[src/rtl/wb_scoreboard_unit_if.sv]
// Bus bundle for the write-back / scoreboard unit.
// master: the pipeline side (ID and MEM stages) driving requests.
// slave:  the unit itself, producing the register file write port and hazard flags.
interface wb_scoreboard_unit_if #(
    parameter int DATA_W = 32
);
    logic              issue_valid;
    logic              issue_wb_en;
    logic [3:0]        issue_dest;
    logic              mem_valid;
    logic              mem_wb_en;
    logic              mem_is_load;
    logic [3:0]        mem_dest;
    logic [DATA_W-1:0] mem_alu_res;
    logic [DATA_W-1:0] mem_rdata;
    logic [3:0]        src1;
    logic [3:0]        src2;
    logic              src1_used;
    logic              src2_used;
    logic              writeback_enable;
    logic [3:0]        dest_wb;
    logic [DATA_W-1:0] result_wb;
    logic              hazard;
    logic              issue_stall;
    logic              err_overflow;
    logic              err_underflow;

    modport master (
        output issue_valid, issue_wb_en, issue_dest,
        output mem_valid, mem_wb_en, mem_is_load, mem_dest, mem_alu_res, mem_rdata,
        output src1, src2, src1_used, src2_used,
        input  writeback_enable, dest_wb, result_wb,
        input  hazard, issue_stall, err_overflow, err_underflow
    );

    modport slave (
        input  issue_valid, issue_wb_en, issue_dest,
        input  mem_valid, mem_wb_en, mem_is_load, mem_dest, mem_alu_res, mem_rdata,
        input  src1, src2, src1_used, src2_used,
        output writeback_enable, dest_wb, result_wb,
        output hazard, issue_stall, err_overflow, err_underflow
    );
endinterface

[src/rtl/wb_scoreboard_unit.sv]
// Write-back stage plus per-register pending-write scoreboard.
// The WB register drives the register file write port; each register keeps a
// small counter of writes issued but not yet retired, which flags RAW hazards.
module wb_scoreboard_unit #(
    parameter int DATA_W    = 32,
    parameter int REG_COUNT = 16,
    parameter int CNT_W     = 2
) (
    input  logic                clk,
    input  logic                rst,
    wb_scoreboard_unit_if.slave bus
);
    localparam logic [CNT_W-1:0] CNT_MAX = '1;

    logic [REG_COUNT-1:0][CNT_W-1:0] cnt;
    logic [REG_COUNT-1:0]            inc_vec;
    logic [REG_COUNT-1:0]            dec_vec;
    logic                            issue_req;
    logic                            stall;
    logic                            underflow_now;

    assign issue_req = bus.issue_valid & bus.issue_wb_en;
    assign stall     = issue_req & (cnt[bus.issue_dest] == CNT_MAX);

    assign bus.issue_stall = stall;
    // Counters are read before this cycle's update, so a retiring write still flags.
    assign bus.hazard = (bus.src1_used & (cnt[bus.src1] != '0)) |
                        (bus.src2_used & (cnt[bus.src2] != '0));

    // A retirement that coincides with an issue to the same register nets to zero
    // change and is never an underflow.
    assign underflow_now = bus.writeback_enable & (cnt[bus.dest_wb] == '0) &
                           ~inc_vec[bus.dest_wb];

    // Per-register increment/decrement strobes.
    always_comb begin
        inc_vec = '0;
        dec_vec = '0;
        for (int r = 0; r < REG_COUNT; r++) begin
            inc_vec[r] = issue_req & ~stall & (bus.issue_dest == 4'(r));
            dec_vec[r] = bus.writeback_enable & (bus.dest_wb == 4'(r));
        end
    end

    // WB register: data/index follow MEM every cycle, the strobe qualifies the write.
    always_ff @(posedge clk or posedge rst) begin
        if (rst) begin
            bus.writeback_enable <= 1'b0;
            bus.dest_wb          <= '0;
            bus.result_wb        <= '0;
        end else begin
            bus.writeback_enable <= bus.mem_valid & bus.mem_wb_en;
            bus.dest_wb          <= bus.mem_dest;
            bus.result_wb        <= bus.mem_is_load ? bus.mem_rdata : bus.mem_alu_res;
        end
    end

    // Pending-write counters; saturated issues are dropped, empty retirements hold at 0.
    always_ff @(posedge clk or posedge rst) begin
        if (rst) begin
            cnt <= '0;
        end else begin
            for (int r = 0; r < REG_COUNT; r++) begin
                if (inc_vec[r] && !dec_vec[r])
                    cnt[r] <= cnt[r] + 1'b1;
                else if (dec_vec[r] && !inc_vec[r] && cnt[r] != '0)
                    cnt[r] <= cnt[r] - 1'b1;
            end
        end
    end

    // Sticky error flags, cleared only by reset.
    always_ff @(posedge clk or posedge rst) begin
        if (rst) begin
            bus.err_overflow  <= 1'b0;
            bus.err_underflow <= 1'b0;
        end else begin
            if (stall)         bus.err_overflow  <= 1'b1;
            if (underflow_now) bus.err_underflow <= 1'b1;
        end
    end
endmodule

[src/flat_wrapper.sv]
// flat-port wrapper written by rule: the top's interface ports become plain ports
module wb_scoreboard_unit_flat 
#(
    parameter int DATA_W    = 32,
    parameter int REG_COUNT = 16,
    parameter int CNT_W     = 2
)
  (clk, rst, bus_issue_valid, bus_issue_wb_en, bus_issue_dest, bus_mem_valid, bus_mem_wb_en, bus_mem_is_load, bus_mem_dest, bus_mem_alu_res, bus_mem_rdata, bus_src1, bus_src2, bus_src1_used, bus_src2_used, bus_writeback_enable, bus_dest_wb, bus_result_wb, bus_hazard, bus_issue_stall, bus_err_overflow, bus_err_underflow);
  wb_scoreboard_unit_if #(.DATA_W(DATA_W)) bus_i ();
  input  logic clk;
  input  logic rst;
  input wire logic [$bits(bus_i.issue_valid)-1:0] bus_issue_valid;
  input wire logic [$bits(bus_i.issue_wb_en)-1:0] bus_issue_wb_en;
  input wire logic [$bits(bus_i.issue_dest)-1:0] bus_issue_dest;
  input wire logic [$bits(bus_i.mem_valid)-1:0] bus_mem_valid;
  input wire logic [$bits(bus_i.mem_wb_en)-1:0] bus_mem_wb_en;
  input wire logic [$bits(bus_i.mem_is_load)-1:0] bus_mem_is_load;
  input wire logic [$bits(bus_i.mem_dest)-1:0] bus_mem_dest;
  input wire logic [$bits(bus_i.mem_alu_res)-1:0] bus_mem_alu_res;
  input wire logic [$bits(bus_i.mem_rdata)-1:0] bus_mem_rdata;
  input wire logic [$bits(bus_i.src1)-1:0] bus_src1;
  input wire logic [$bits(bus_i.src2)-1:0] bus_src2;
  input wire logic [$bits(bus_i.src1_used)-1:0] bus_src1_used;
  input wire logic [$bits(bus_i.src2_used)-1:0] bus_src2_used;
  output wire logic [$bits(bus_i.writeback_enable)-1:0] bus_writeback_enable;
  output wire logic [$bits(bus_i.dest_wb)-1:0] bus_dest_wb;
  output wire logic [$bits(bus_i.result_wb)-1:0] bus_result_wb;
  output wire logic [$bits(bus_i.hazard)-1:0] bus_hazard;
  output wire logic [$bits(bus_i.issue_stall)-1:0] bus_issue_stall;
  output wire logic [$bits(bus_i.err_overflow)-1:0] bus_err_overflow;
  output wire logic [$bits(bus_i.err_underflow)-1:0] bus_err_underflow;
  assign bus_i.issue_valid = bus_issue_valid;
  assign bus_i.issue_wb_en = bus_issue_wb_en;
  assign bus_i.issue_dest = bus_issue_dest;
  assign bus_i.mem_valid = bus_mem_valid;
  assign bus_i.mem_wb_en = bus_mem_wb_en;
  assign bus_i.mem_is_load = bus_mem_is_load;
  assign bus_i.mem_dest = bus_mem_dest;
  assign bus_i.mem_alu_res = bus_mem_alu_res;
  assign bus_i.mem_rdata = bus_mem_rdata;
  assign bus_i.src1 = bus_src1;
  assign bus_i.src2 = bus_src2;
  assign bus_i.src1_used = bus_src1_used;
  assign bus_i.src2_used = bus_src2_used;
  assign bus_writeback_enable = bus_i.writeback_enable;
  assign bus_dest_wb = bus_i.dest_wb;
  assign bus_result_wb = bus_i.result_wb;
  assign bus_hazard = bus_i.hazard;
  assign bus_issue_stall = bus_i.issue_stall;
  assign bus_err_overflow = bus_i.err_overflow;
  assign bus_err_underflow = bus_i.err_underflow;
  wb_scoreboard_unit #(.DATA_W(DATA_W), .REG_COUNT(REG_COUNT), .CNT_W(CNT_W)) u_core (.clk(clk), .rst(rst), .bus(bus_i));
endmodule
[config.mk]
export PLATFORM = sky130hd
export DESIGN_NAME = wb_scoreboard_unit_flat
export DESIGN_NICKNAME = d
export VERILOG_FILES = /design/src/rtl/wb_scoreboard_unit_if.sv /design/src/rtl/wb_scoreboard_unit.sv /design/src/flat_wrapper.sv
export SDC_FILE = /design/constraint.sdc
export NUM_CORES = 1
export LEC_CHECK = 0
export BUFFER_PORTS_ARGS = -buffer_cell sky130_fd_sc_hd__buf_2
export CAP_MARGIN = 20
export CORE_AREA = 2 2 89 91
export CTS_BUF_LIST = sky130_fd_sc_hd__clkbuf_2 sky130_fd_sc_hd__clkbuf_4 sky130_fd_sc_hd__clkbuf_8
export DETAILED_ROUTE_END_ITERATION = 10
export DIE_AREA = 0 0 91 93
export PLACE_DENSITY = 0.9
export SLEW_MARGIN = 20
export SYNTH_ARGS = -nofsm -noshare
export SYNTH_HDL_FRONTEND = slang
export SYNTH_SLANG_ARGS = --single-unit
[constraint.sdc]
create_clock -name clk -period 5.82 [get_ports clk]
set_input_delay 0 -clock clk [delete_from_list [all_inputs] [get_ports clk]]
set_output_delay 0 -clock clk [all_outputs]
set_load 0.01 [all_outputs]
==> results.md, run 1 <==
- Initial core utilization: 55.02%
- Worst slew margin relative to its limit: 41.43%
- Layout cell share with drive strength beyond 1: 36.03%
- Critical-path top delay cell: sky130_fd_sc_hd__and3_1
- Net total in the final layout: 653
- Number of clock sinks: 71
- Crit path cell chain: mux4_2 > a22oi_1 > and3_1 > o21ai_0 > o21bai_1 > a2bb2oi_1
- Final weighted congestion of routability-driven global placement: 0.8915
- Number of maximum-capacitance constraint violations: 0
- Classification of the worst setup path: register to register
- Setup TNS Final: 0 ps
- Post-CTS setup-driven buffer insertion count: 0
- Cell taking the most area after synthesis: sky130_fd_sc_hd__dfrtp_1
- Main combinational cell family by area after synthesis: multiplexers
- Number of pins with negative max-slew slack in the final report: 0
- X dimension of the die: 91 um
- Cell type group with the largest total delay on the critical path: compound AO/OA/AOI/OAI gates
- Portion of the post-synthesis area used by sequential elements: 42.90%
- Final worst-path cycle share: 45.36%
- Final wirelength: 14130 um
- Path class of the lowest-slack min-delay path: input port to register
- Switch Pwr: 0.0004452 W
- Clock insertion delay at the later pin of the skew report: 360 ps
- Largest fanout of any net on the critical path: 17
- Endpoint of the most critical register-to-register path: u_core.cnt[12]
- Maximum ir drop on the vdd rail: 141.0 uV
- Adder-cell share of the synthesized area: 0%
- Height of the chip: 93 um
- Fraction of synthesized cell area taken by the top area cell type: 42.90%
- Synth Area in Compound Gates: 15.86%
- IO Port Bufs: 129
- Initial detailed-routing violation count: 423
- WL/cell: 21.05 um
- Final setup violation count: 0
- Hold Path Origin: bus_issue_wb_en
- Worst Hold Path EP: u_core.bus.err_overflow
- Mapped cell area: 0.004141 mm2
- Power density over cell area: 262.0 mW/mm2
- Post-synthesis average cell area: 11.22 um2
- Final Util: 76.68%
- Combinational Power Share: 26.5%
- Clock-pin slew of the registers on the worst-case setup and hold paths: 80 ps
- Top library cells by usage in the layout, fill and taps aside: sky130_fd_sc_hd__buf_2 (129), sky130_fd_sc_hd__dlygate4sd3_1 (71), sky130_fd_sc_hd__dfrtp_1 (71)
- Critical Path Sink Type: register
- Number of routed nets with antenna violations: 0
- Wire length of the first global-routing pass: 22560 um
- Number of antenna violations at the first check in global routing: 0
- Maximum clock insertion buffer count: 2
- Global router's overall resource usage: 34.40%
- Proportion of power drawn by flip-flops and latches: 40.9%
- Shortest period the worst path allows: 2640 ps
- Main synth FF type: sky130_fd_sc_hd__dfrtp_1
- Reg2Reg Depth: 6
- Setup crit start kind: register
- Register bit total from synthesis: 71
- Post-Place Worst Slack: 3344 ps
- Number of ports placed on the die boundary: 130
- Number of design rule violations left after detail routing: 0
- Detailed-route via count: 4163
- Sw Ratio: 29.44%
- Data arrival time of the critical path: 2910 ps
- Relative contribution of the clock network to total power: 32.6%
- Number of enable flip-flop cells after synthesis: 0
- Total design power: 0.001512 W
- Synthesized netlist cell count: 369
- Vias in the first global route: 4266
- Synth warnings: 0
- Count of cell types in the netlist: 33
- Final worst slack: 3180 ps
- Skew final: 6.967 ps
- Number of placement rows: 32
- Die Outline Area: 0.008463 mm2
- Total number of H-tree levels: 3
- Worst-case register-to-register setup slack: 3180 ps
- Proportion of register bits with asynchronous set or reset after synthesis: 100.0%
- Synth area leaders: sky130_fd_sc_hd__dfrtp_1 (43%), sky130_fd_sc_hd__mux4_2 (12%), sky130_fd_sc_hd__mux2_2 (9.2%)
- Core area: 0.007527 mm2
- Worst hold stages: 4
- Clock tree root driver cell: sky130_fd_sc_hd__clkbuf_8
- Total global routing overflow: 0
- Largest net degree at the start of global routing: 72
- Leading cell type in the layout, fill and taps excluded: sky130_fd_sc_hd__buf_2
- Area growth from synthesis to final layout: 39.37%
- Design internal power: 0.001067 W
- TritonCTS Buffers: 9
- Required time reported for the critical path endpoint: 6090 ps
- Crit path buffers/inverters: 0
- Share of cell area taken by muxes after synthesis: 21.21%
- Fmax: 378.8 MHz
- Post-synthesis simple-gate area fraction: 13.35%
- Antenna diode count: 0
- Actual transition at the worst max-transition pin: 878.6 ps
- Initial DRT Pass Iterations: 5
- Count of filler cells inserted in the layout: 459
- Detailed placer's ending HPWL: 8226 um
- Static Leakage: 2.720 nW
- Hold bufs inserted after CTS: 71
- Worst path max stage delay: 490 ps
- Sequential cell area in the final layout: 0.001777 mm2
- Post-Synth XOR/XNOR Area: 3.807%
- Cells resized by post-CTS repair: 0
- WHS: 123.1 ps
- Post-synthesis net count: 458
- Area of the multi-input gates: 0.002246 mm2
- Unrepaired setup endpoints after global routing: false
- Hold violation count in the final report: 0
- Clock tree from TritonCTS: built
- Reg-to-Reg Start: u_core.cnt[13]
- Outcome: complete, no violations
- Per-cell via count in the routed design: 6.204
-- worst max path at each step --
stage | start | end | slack, ps | cells after the start
finish | u_core.cnt[13] | u_core.cnt[12] | 3180 | 6
CTS | u_core.cnt[5] | u_core.cnt[12] | 3360 | 6
floorplan | u_core.bus.dest_wb[0] | u_core.bus.err_underflow | 3640 | 6
global placement | bus_issue_dest[0] | u_core.bus.err_underflow | 3430 | 7
global route | u_core.cnt[15] | u_core.cnt[12] | 3100 | 6
detailed placement | bus_issue_dest[0] | u_core.cnt[12] | 3340 | 7
-- synth_stat cells, types with 9 or more instances --
master / count
sky130_fd_sc_hd__dfrtp_1: 71
sky130_fd_sc_hd__nor2_1: 58
sky130_fd_sc_hd__mux2_2: 34
sky130_fd_sc_hd__mux4_2: 22
sky130_fd_sc_hd__and3_1: 18
sky130_fd_sc_hd__a21boi_0: 16
sky130_fd_sc_hd__a2bb2oi_1: 16
sky130_fd_sc_hd__o21bai_1: 16
sky130_fd_sc_hd__o22a_1: 16
sky130_fd_sc_hd__xnor2_1: 16
sky130_fd_sc_hd__nor3_1: 9
sky130_fd_sc_hd__o21ai_1: 9
-- power groups by stage --
| stage | logic, W | registers, W | clock network (W) |
|---|---|---|---|
| 2_1_floorplan | 0.000238 | 0.000608 | 0 |
| 3_3_place_gp | 0.000327 | 0.000612 | 0 |
| 3_5_place_dp | 0.000340 | 0.000620 | 0 |
| 4_1_cts | 0.000385 | 0.000610 | 0.000493 |
| 5_1_grt | 0.000427 | 0.000624 | 0.000510 |
| 6_report | 0.000401 | 0.000619 | 0.000492 |
-- layer usage --
layer | vias up | track usage (%) | share of wire, %
met5 | - | 0 | 0
met4 | 0 | 14.77 | 3.9
met3 | 55 | 7.977 | 8.7
met2 | 292 | 58.95 | 50
met1 | 2049 | 42.01 | 37
li1 | 1767 | - | -
-- registers in the layout, indices dropped and copies added (netlist names) --
| register | count |
|---|---|
| u_core.bus.err_underflow | 1 |
| u_core.cnt | 32 |
| u_core.bus.result_wb | 32 |
| u_core.bus.writeback_enable | 1 |
| u_core.bus.err_overflow | 1 |
| u_core.bus.dest_wb | 4 |
-- worst register-to-register path, cell delays in order (launching register included) --
cell and delay [ps]:
sky130_fd_sc_hd__dfrtp_1 450, sky130_fd_sc_hd__mux4_2 480, sky130_fd_sc_hd__a22oi_1 180, sky130_fd_sc_hd__and3_1 490
sky130_fd_sc_hd__o21ai_0 390, sky130_fd_sc_hd__o21bai_1 330, sky130_fd_sc_hd__a2bb2oi_1 230
-- through the flow --
stage                     cells  instance area [um2]
after CTS                   671                 5772
after global routing        671                 5772
after detailed placement    584                 4815
final                       671                 5772
after floorplan             369                 4141
after global placement      584                 4815
-- cell type report --
type	count	area share [%]
clock buffer	10	2.276
clock inverter	6	1.994
tap	102	2.211
inverter	3	0.1951
multi-input combinational	278	38.91
timing repair buffer	201	23.63
sequential	71	30.78
-- cells by family after synthesis --
| kind of cell | count (synthesis) |
|---|---|
| mux | 56 |
| compound gates | 87 |
| xor+xnor | 18 |
| flops | 71 |
| simple gates | 117 |
| buf+inv | 20 |
(Power assumes the default switching activity.)
==> run 2, diff against run 1 <==
--- a/config.mk
+++ b/config.mk
@@ -5,13 +5,14 @@
 export SDC_FILE = /design/constraint.sdc
 export NUM_CORES = 1
 export LEC_CHECK = 0
+export ABC_AREA = 1
 export BUFFER_PORTS_ARGS = -buffer_cell sky130_fd_sc_hd__buf_2
 export CAP_MARGIN = 20
-export CORE_AREA = 2 2 89 91
+export CORE_AREA = 2 2 93 95
 export CTS_BUF_LIST = sky130_fd_sc_hd__clkbuf_2 sky130_fd_sc_hd__clkbuf_4 sky130_fd_sc_hd__clkbuf_8
 export DETAILED_ROUTE_END_ITERATION = 10
-export DIE_AREA = 0 0 91 93
-export PLACE_DENSITY = 0.9
+export DIE_AREA = 0 0 95 97
+export PLACE_DENSITY = 0.86
 export SLEW_MARGIN = 20
 export SYNTH_ARGS = -nofsm -noshare
 export SYNTH_HDL_FRONTEND = slang
==> constraint.sdc (replaced) <==
create_clock -name clk -period 2.5 [get_ports clk]
set_input_delay 0 -clock clk [delete_from_list [all_inputs] [get_ports clk]]
set_output_delay 0 -clock clk [all_outputs]
set_load 0.01 [all_outputs]
==> results.md, run 2 <==
- Largest net degree at the start of global routing: 72 (unchanged)
- Endpoint of the most critical register-to-register path: u_core.cnt[18] (was u_core.cnt[12])
- Final worst-path cycle share: 85.49% (was 45.36%)
- Fmax: 467.9 MHz (was 378.8 MHz)
- Synth Area in Compound Gates: 12.31% (was 15.86%)
- Final setup violation count: 0 (unchanged)
- Switch Pwr: 0.001622 W (was 0.0004452 W)
- Proportion of register bits with asynchronous set or reset after synthesis: 100.0% (unchanged)
- Final weighted congestion of routability-driven global placement: 0.9623 (was 0.8915)
- Synthesized netlist cell count: 574 (was 369)
- Hold violation count in the final report: 0 (unchanged)
- Number of pins with negative max-slew slack in the final report: 0 (unchanged)
- Data arrival time of the critical path: 2380 ps (was 2910 ps)
- Path class of the lowest-slack min-delay path: input port to register (unchanged)
- Per-cell via count in the routed design: 5.648 (was 6.204)
- Unrepaired setup endpoints after global routing: false (unchanged)
- Post-synthesis average cell area: 7.546 um2 (was 11.22 um2)
- Setup TNS Final: 0 ps (unchanged)
- Net total in the final layout: 867 (was 653)
- Initial detailed-routing violation count: 484 (was 423)
- Top library cells by usage in the layout, fill and taps aside: sky130_fd_sc_hd__nand2_1 (157), sky130_fd_sc_hd__buf_2 (129), sky130_fd_sc_hd__inv_1 (73) (was sky130_fd_sc_hd__buf_2 (129), sky130_fd_sc_hd__dlygate4sd3_1 (71), sky130_fd_sc_hd__dfrtp_1 (71))
- Portion of the post-synthesis area used by sequential elements: 41.02% (was 42.90%)
- Die Outline Area: 0.009215 mm2 (was 0.008463 mm2)
- Maximum clock insertion buffer count: 2 (unchanged)
- Maximum ir drop on the vdd rail: 398.0 uV (was 141.0 uV)
- Initial DRT Pass Iterations: 8 (was 5)
- Actual transition at the worst max-transition pin: 898.7 ps (was 878.6 ps)
- TritonCTS Buffers: 9 (unchanged)
- Area of the multi-input gates: 0.002176 mm2 (was 0.002246 mm2)
- Number of maximum-capacitance constraint violations: 0 (unchanged)
- Cells resized by post-CTS repair: 0 (unchanged)
- Clock insertion delay at the later pin of the skew report: 350 ps (was 360 ps)
- Critical-path top delay cell: sky130_fd_sc_hd__dfrtp_1 (was sky130_fd_sc_hd__and3_1)
- Power density over cell area: 678.4 mW/mm2 (was 262.0 mW/mm2)
- Number of enable flip-flop cells after synthesis: 0 (unchanged)
- Top cell types by occurrence after synthesis: sky130_fd_sc_hd__nand2_1 (157), sky130_fd_sc_hd__inv_1 (74), sky130_fd_sc_hd__dfrtp_1 (71) (was sky130_fd_sc_hd__dfrtp_1 (71), sky130_fd_sc_hd__nor2_1 (58), sky130_fd_sc_hd__mux2_2 (34))
- Reg-to-Reg Start: u_core.cnt[30] (was u_core.cnt[13])
- Total number of H-tree levels: 3 (unchanged)
- Cell seen most often among critical-path stages: sky130_fd_sc_hd__nand2_1
- Adder-cell share of the synthesized area: 0% (unchanged)
- Wire length of the first global-routing pass: 25020 um (was 22560 um)
- Register bit total from synthesis: 71 (unchanged)
- Global router's overall resource usage: 35.55% (was 34.40%)
- X dimension of the die: 95 um (was 91 um)
- Cell taking the most area after synthesis: sky130_fd_sc_hd__dfrtp_1 (unchanged)
- Number of antenna violations at the first check in global routing: 0 (unchanged)
- Post-synthesis net count: 663 (was 458)
- Synth warnings: 0 (unchanged)
- Clock tree root driver cell: sky130_fd_sc_hd__clkbuf_8 (unchanged)
- Largest fanout of any net on the critical path: 19 (was 17)
- Total global routing overflow: 0 (unchanged)
- Clock tree from TritonCTS: built (unchanged)
- Critical Path Sink Type: register (unchanged)
- Required time reported for the critical path endpoint: 2740 ps (was 6090 ps)
- Detailed placer's ending HPWL: 9625 um (was 8226 um)
- Outcome: complete, no violations (unchanged)
- Detailed-route via count: 5015 (was 4163)
- IO Port Bufs: 129 (unchanged)
- Number of placement rows: 33 (was 32)
- Setup crit start kind: register (unchanged)
- Skew final: 10.34 ps (was 6.967 ps)
- Synth area leaders: sky130_fd_sc_hd__dfrtp_1 (41%), sky130_fd_sc_hd__nand2_1 (14%), sky130_fd_sc_hd__mux2_2 (8.3%) (was sky130_fd_sc_hd__dfrtp_1 (43%), sky130_fd_sc_hd__mux4_2 (12%), sky130_fd_sc_hd__mux2_2 (9.2%))
- Reg2Reg Depth: 16 (was 6)
- Sequential cell area in the final layout: 0.001777 mm2 (unchanged)
- Classification of the worst setup path: register to register (unchanged)
- Leading cell type in the layout, fill and taps excluded: sky130_fd_sc_hd__nand2_1 (was sky130_fd_sc_hd__buf_2)
- Main combinational cell family by area after synthesis: simple AND/OR/NAND/NOR gates (was multiplexers)
- Worst-case register-to-register setup slack: 360 ps (was 3180 ps)
- Capture point of the critical path: u_core.cnt[18] (was u_core.cnt[12])
- Final Util: 73.56% (was 76.68%)
- Vias in the first global route: 4913 (was 4266)
- Fraction of synthesized cell area taken by the top area cell type: 41.02% (was 42.90%)
- Share of cell area taken by muxes after synthesis: 8.319% (was 21.21%)
- Count of cell types in the netlist: 36 (was 33)
- Post-Place Worst Slack: 461.2 ps (was 3344 ps)
- Initial core utilization: 53.25% (was 55.02%)
- Layout cell share with drive strength beyond 1: 26.82% (was 36.03%)
- Number of design rule violations left after detail routing: 0 (unchanged)
- Final wirelength: 16010 um (was 14130 um)
- Main synth FF type: sky130_fd_sc_hd__dfrtp_1 (unchanged)
- Worst path max stage delay: 470 ps (was 490 ps)
- Post-synthesis simple-gate area fraction: 26.98% (was 13.35%)
- Proportion of power drawn by flip-flops and latches: 41.3% (was 40.9%)
- Core area: 0.008134 mm2 (was 0.007527 mm2)
- Crit path cell chain: nand2_1 > nand2_1 > nand2_1 > nand2_1 > nand2_1 > nand2_1 > inv_1 > nand2_2 > nand2_4 > nand2_8 > inv_6 > nand2_1 > or2_1 > o21ai_2 > xor2_1 > inv_1 (was mux4_2 > a22oi_1 > and3_1 > o21ai_0 > o21bai_1 > a2bb2oi_1)
- Post-Synth XOR/XNOR Area: 2.629% (was 3.807%)
- Number of ports placed on the die boundary: 130 (unchanged)
- Worst slew margin relative to its limit: 40.09% (was 41.43%)
- Combinational Power Share: 34.6% (was 26.5%)
- Count of filler cells inserted in the layout: 559 (was 459)
- Antenna diode count: 0 (unchanged)
- Area growth from synthesis to final layout: 38.13% (was 39.37%)
- Height of the chip: 97 um (was 93 um)
- Shortest period the worst path allows: 2137 ps (was 2640 ps)
- Static Leakage: 3.062 nW (was 2.720 nW)
- Number of clock sinks: 71 (unchanged)
- Design internal power: 0.002437 W (was 0.001067 W)
- WL/cell: 18.03 um (was 21.05 um)
- Dominant cell by count in the synthesized netlist: sky130_fd_sc_hd__nand2_1 (was sky130_fd_sc_hd__dfrtp_1)
- Sw Ratio: 39.96% (was 29.44%)
- Mapped cell area: 0.004332 mm2 (was 0.004141 mm2)
- Leading registers by flop count: u_core.bus.result_wb: 32 flops, u_core.cnt: 32 flops, u_core.bus.dest_wb: 4 flops (unchanged)
- CP Launch Point: u_core.cnt[30] (was u_core.cnt[13])
- Relative contribution of the clock network to total power: 24.0% (was 32.6%)
- Number of routed nets with antenna violations: 0 (unchanged)
- Clock-pin slew of the registers on the worst-case setup and hold paths: 90 ps (was 80 ps)
- Final worst slack: 362.6 ps (was 3180 ps)
## run 2: cell types whose count changed in the layout (fill, tap and decap cells not counted), sizes merged, moves of 12 or more
cell,change
nand2,+159
inv,+73
and3,-17
o21bai,-16
nor2,+14
nand4,+12
a21boi,-16
o22a,-15
mux4,-22
a2bb2oi,-16
o21ai,+48
xnor2,-16
## run 2: worst min path at each step
stage | depth (start not counted) | endpoint | slack [ps] | from
final | 4 | u_core.bus.err_overflow | 70 | bus_issue_wb_en
after CTS | 4 | u_core.bus.err_overflow | 90 | bus_issue_wb_en
after floorplan | 0 | u_core.bus.dest_wb[0] | 30 | bus_mem_dest[0]
after global placement | 1 | u_core.bus.dest_wb[1] | 110 | bus_mem_dest[1]
after global routing | 4 | u_core.bus.err_overflow | 110 | bus_issue_wb_en
after detailed placement | 1 | u_core.bus.dest_wb[1] | 110 | bus_mem_dest[1]
## run 2: area by class of cell
cell class                      instances  share of cell area, %
Sequential cell                        71                  29.69
Multi-Input combinational cell        412                  36.37
Inverter                               78                  4.977
Clock inverter                          6                  1.150
Tap cell                              105                  2.196
Clock buffer                           10                  2.196
Timing Repair Buffer                  206                  23.42
## run 2: stage by stage
step	power (W)	cells	hold WS, ps	area (um2)
floorplan	0.002440	574	31.43	4332
global placement	0.002839	801	107.9	5072
detailed placement	0.002886	801	109.4	5072
CTS	0.003947	888	89.54	5983
global route	0.004277	888	114.0	5983
finish	0.004059	888	66.61	5983
## run 2: timing repair
item,CTS,global route
hold buffers,71,0
endpoints found under the hold margin,108,0
setup buffers,0,0
## run 2: power groups by stage
stage	registers, W	clock network (W)	logic, W
after global placement	0.00165	0	0.00119
after floorplan	0.00164	0	0.000804
after detailed placement	0.00167	0	0.00122
after CTS	0.00165	0.000972	0.00133
after global routing	0.00170	0.00103	0.00154
final	0.00168	0.000975	0.00141
## run 2: critical path, delay by kind of cell (launching register included)
family,cells,cell delay (ps)
buf+inv,3,280
simple gates,11,1030
compound gates,1,70
flops,1,470
xor+xnor,1,160
## run 2: logic make-up after synthesis
kind of cell,Yosys count
AOI/OAI and AO/OA,91
muxes,32
DFF,71
and+or+nand+nor,276
xor gates and xnor gates,13
buffers and inverters,91
## run 2: metal layers
metal | track usage, % | part of all wire, % | vias to the layer above
li1 | - | - | 2249
met1 | 44.71 | 39 | 2321
met5 | 0 | 0 | -
met4 | 18.06 | 5.3 | 0
met3 | 10.90 | 10 | 80
met2 | 54.77 | 46 | 365
==> run 3, diff against run 2 <==
--- a/config.mk
+++ b/config.mk
@@ -13,6 +13,7 @@
 export DETAILED_ROUTE_END_ITERATION = 10
 export DIE_AREA = 0 0 95 97
 export PLACE_DENSITY = 0.86
+export RECOVER_POWER = 25
 export SLEW_MARGIN = 20
 export SYNTH_ARGS = -nofsm -noshare
 export SYNTH_HDL_FRONTEND = slang
==> results.md, run 3 (synthesized netlist as in run 2, its figures left out) <==
- Maximum ir drop on the vdd rail: 396.4 uV (was 398.0 uV)
- WHS: 65.85 ps (was 66.61 ps)
- Number of design rule violations left after detail routing: 0 (unchanged)
- Worst slew margin relative to its limit: -18.00% (was 40.09%)
- Initial detailed-routing violation count: 465 (was 484)
- Number of routed nets with antenna violations: 0 (unchanged)
- Initial DRT Pass Iterations: 5 (was 8)
- Placed Cells incl. Taps: 801 (unchanged)
- Largest fanout of any net on the critical path: 19 (unchanged)
- IO Port Bufs: 129 (unchanged)
- Final wirelength: 15960 um (was 16010 um)
- Number of clock sinks: 71 (unchanged)
- Antenna diode count: 0 (unchanged)
- Critical-path top delay cell: sky130_fd_sc_hd__dfrtp_1 (unchanged)
- Number of maximum-capacitance constraint violations: 1 (was 0)
- Count of filler cells inserted in the layout: 590 (was 559)
- Worst hold stages: 4 (unchanged)
- Hold Path Origin: bus_issue_wb_en (unchanged)
- Worst Hold Path EP: u_core.bus.err_overflow (unchanged)
- Height of the chip: 97 um (unchanged)
- Total number of H-tree levels: 3 (unchanged)
- Number of pins with negative max-slew slack in the final report: 72 (was 0)
- Top library cells by usage in the layout, fill and taps aside: sky130_fd_sc_hd__nand2_1 (157), sky130_fd_sc_hd__buf_2 (89), sky130_fd_sc_hd__inv_1 (73) (was sky130_fd_sc_hd__nand2_1 (157), sky130_fd_sc_hd__buf_2 (129), sky130_fd_sc_hd__inv_1 (73))
- TritonCTS Buffers: 9 (unchanged)
- Vias in the first global route: 4913 (unchanged)
- Path class of the lowest-slack min-delay path: input port to register (unchanged)
- Worst-case register-to-register setup slack: 370 ps (was 360 ps)
- Sequential cell area in the final layout: 0.001777 mm2 (unchanged)
- Clock tree from TritonCTS: built (unchanged)
- Required time reported for the critical path endpoint: 2740 ps (about the same)
- Largest net degree at the start of global routing: 72 (unchanged)
- CP Launch Point: u_core.cnt[30] (unchanged)
- Classification of the worst setup path: register to register (unchanged)
- Initial core utilization: 53.25% (unchanged)
- Unrepaired setup endpoints after global routing: false (unchanged)
- Area of the multi-input gates: 0.002176 mm2 (unchanged)
- Detailed-route via count: 4974 (was 5015)
- Final weighted congestion of routability-driven global placement: 0.9623 (unchanged)
- Power density over cell area: 682.7 mW/mm2 (was 678.4 mW/mm2)
- Static Leakage: 2.952 nW (was 3.062 nW)
- X dimension of the die: 95 um (unchanged)
- Outcome: finished with violations (was complete, no violations)
- Clock-pin slew of the registers on the worst-case setup and hold paths: 90 ps (about the same)
- Cell seen most often among critical-path stages: sky130_fd_sc_hd__nand2_1 (unchanged)
- Global router's overall resource usage: 35.55% (unchanged)
- Area growth from synthesis to final layout: 36.92% (was 38.13%)
- Clock tree root driver cell: sky130_fd_sc_hd__clkbuf_8 (unchanged)
- Actual transition at the worst max-transition pin: 1770 ps (was 898.7 ps)
- Crit path cell chain: nand2_1 > nand2_1 > nand2_1 > nand2_1 > nand2_1 > nand2_1 > inv_1 > nand2_2 > nand2_4 > nand2_8 > inv_6 > nand2_1 > or2_1 > o21ai_2 > xor2_1 > inv_1 (unchanged)
- Total global routing overflow: 0 (unchanged)
- Layout cell share with drive strength beyond 1: 21.71% (was 26.82%)
- Worst path max stage delay: 460 ps (was 470 ps)
- Setup TNS Final: 0 ps (unchanged)
- Number of antenna violations at the first check in global routing: 0 (unchanged)
- Number of placement rows: 33 (unchanged)
- Shortest period the worst path allows: 2134 ps (was 2137 ps)
- Placed inst area: 0.005072 mm2 (unchanged)
- Endpoint of the most critical register-to-register path: u_core.cnt[18] (unchanged)
- Reg-to-Reg Start: u_core.cnt[30] (unchanged)
- Final worst-path cycle share: 85.34% (was 85.49%)
- Cells resized by post-CTS repair: 0 (unchanged)
- Leading registers by flop count: u_core.bus.result_wb: 32 flops, u_core.cnt: 32 flops, u_core.bus.dest_wb: 4 flops (unchanged)
- Number of ports placed on the die boundary: 130 (unchanged)
- Core area: 0.008134 mm2 (unchanged)
- Setup crit start kind: register (unchanged)
- Clock insertion delay at the later pin of the skew report: 350 ps (about the same)
- Final setup violation count: 0 (unchanged)
- Violations in the final reports: max-capacitance violations, max-slew violations
- WL/cell: 17.98 um (was 18.03 um)
- Maximum clock insertion buffer count: 2 (unchanged)
- Non-filler instance count after layout: 888 (unchanged)
- Skew final: 11.73 ps (was 10.34 ps)
- Area of all placed cells without fillers: 0.005931 mm2 (was 0.005983 mm2)
- Hold violation count in the final report: 0 (unchanged)
- Per-cell via count in the routed design: 5.601 (was 5.648)
- Wire length of the first global-routing pass: 25020 um (unchanged)
- Data arrival time of the critical path: 2370 ps (was 2380 ps)
- Detailed placer's ending HPWL: 9625 um (unchanged)
- Reg2Reg Depth: 16 (unchanged)
- Leading cell type in the layout, fill and taps excluded: sky130_fd_sc_hd__nand2_1 (unchanged)
- Die Outline Area: 0.009215 mm2 (unchanged)
- Fmax: 468.7 MHz (was 467.9 MHz)
- Net total in the final layout: 867 (unchanged)
- Critical Path Sink Type: register (unchanged)
run 3: worst max-delay path, delay by kind of cell, from the launching register on:
family                 cells  cell delay, ps
AND/OR/NAND/NOR           11            1030
AO/OA/AOI/OAI              1              70
XOR/XNOR                   1             160
buffers and inverters      3             290
flip-flops                 1             460
run 3: metrics by stage:
stage / total power (W) / utilization [%] / setup slack (ps)
final: 0.004049 / 72.91 / 366.5
after global routing: 0.004263 / 72.91 / 242.0
after CTS: 0.003947 / 73.56 / 444.1
after detailed placement: 0.002886 / 62.36 / 461.2
after global placement: 0.002839 / 62.36 / 482.2
after floorplan: 0.002440 / - / 703.4
run 3: area by class of cell:
class	count	area share, %
Multi-Input combinational cell	412	36.69
Clock buffer	10	2.215
Timing Repair Buffer	206	22.74
Inverter	78	5.021
Sequential cell	71	29.96
Clock inverter	6	1.160
Tap cell	105	2.215
run 3: how the worst max path moves through the flow:
| stage | to | slack [ps] | cells after the start |
|---|---|---|---|
| after floorplan | u_core.bus.dest_wb[0] | 700 | 1 |
| after global placement | u_core.cnt[18] | 480 | 18 |
| after detailed placement | u_core.cnt[18] | 460 | 16 |
| after CTS | u_core.cnt[18] | 440 | 16 |
| after global routing | u_core.cnt[2] | 240 | 15 |
| final | u_core.cnt[18] | 370 | 16 |
run 3: power breakdown:
group          switching, W  total (W)  internal, W  leakage [nW]
clock network      0.000498   0.000976     0.000478         0.100
registers          0.000277    0.00168      0.00140         0.847
logic              0.000852    0.00139     0.000540          2.00
total               0.00163    0.00405      0.00242          2.95
run 3: routing by layer:
metal | part of all wire [%] | routed length [um] | GRT usage, % | vias to the layer above
li1 | - | - | - | 2243
met1 | 38 | 6114 | 44.71 | 2290
met2 | 46 | 7288 | 54.77 | 355
met3 | 11 | 1677 | 10.90 | 86
met4 | 5.5 | 884 | 18.06 | 0
met5 | 0 | 0 | 0 | -
run 3: repair_timing:
| item | 4_1_cts | 5_1_grt |
|---|---|---|
| buffers inserted | 0 | 0 |
| endpoints found under the hold margin | 108 | 0 |
| hold buffers | 71 | 0 |
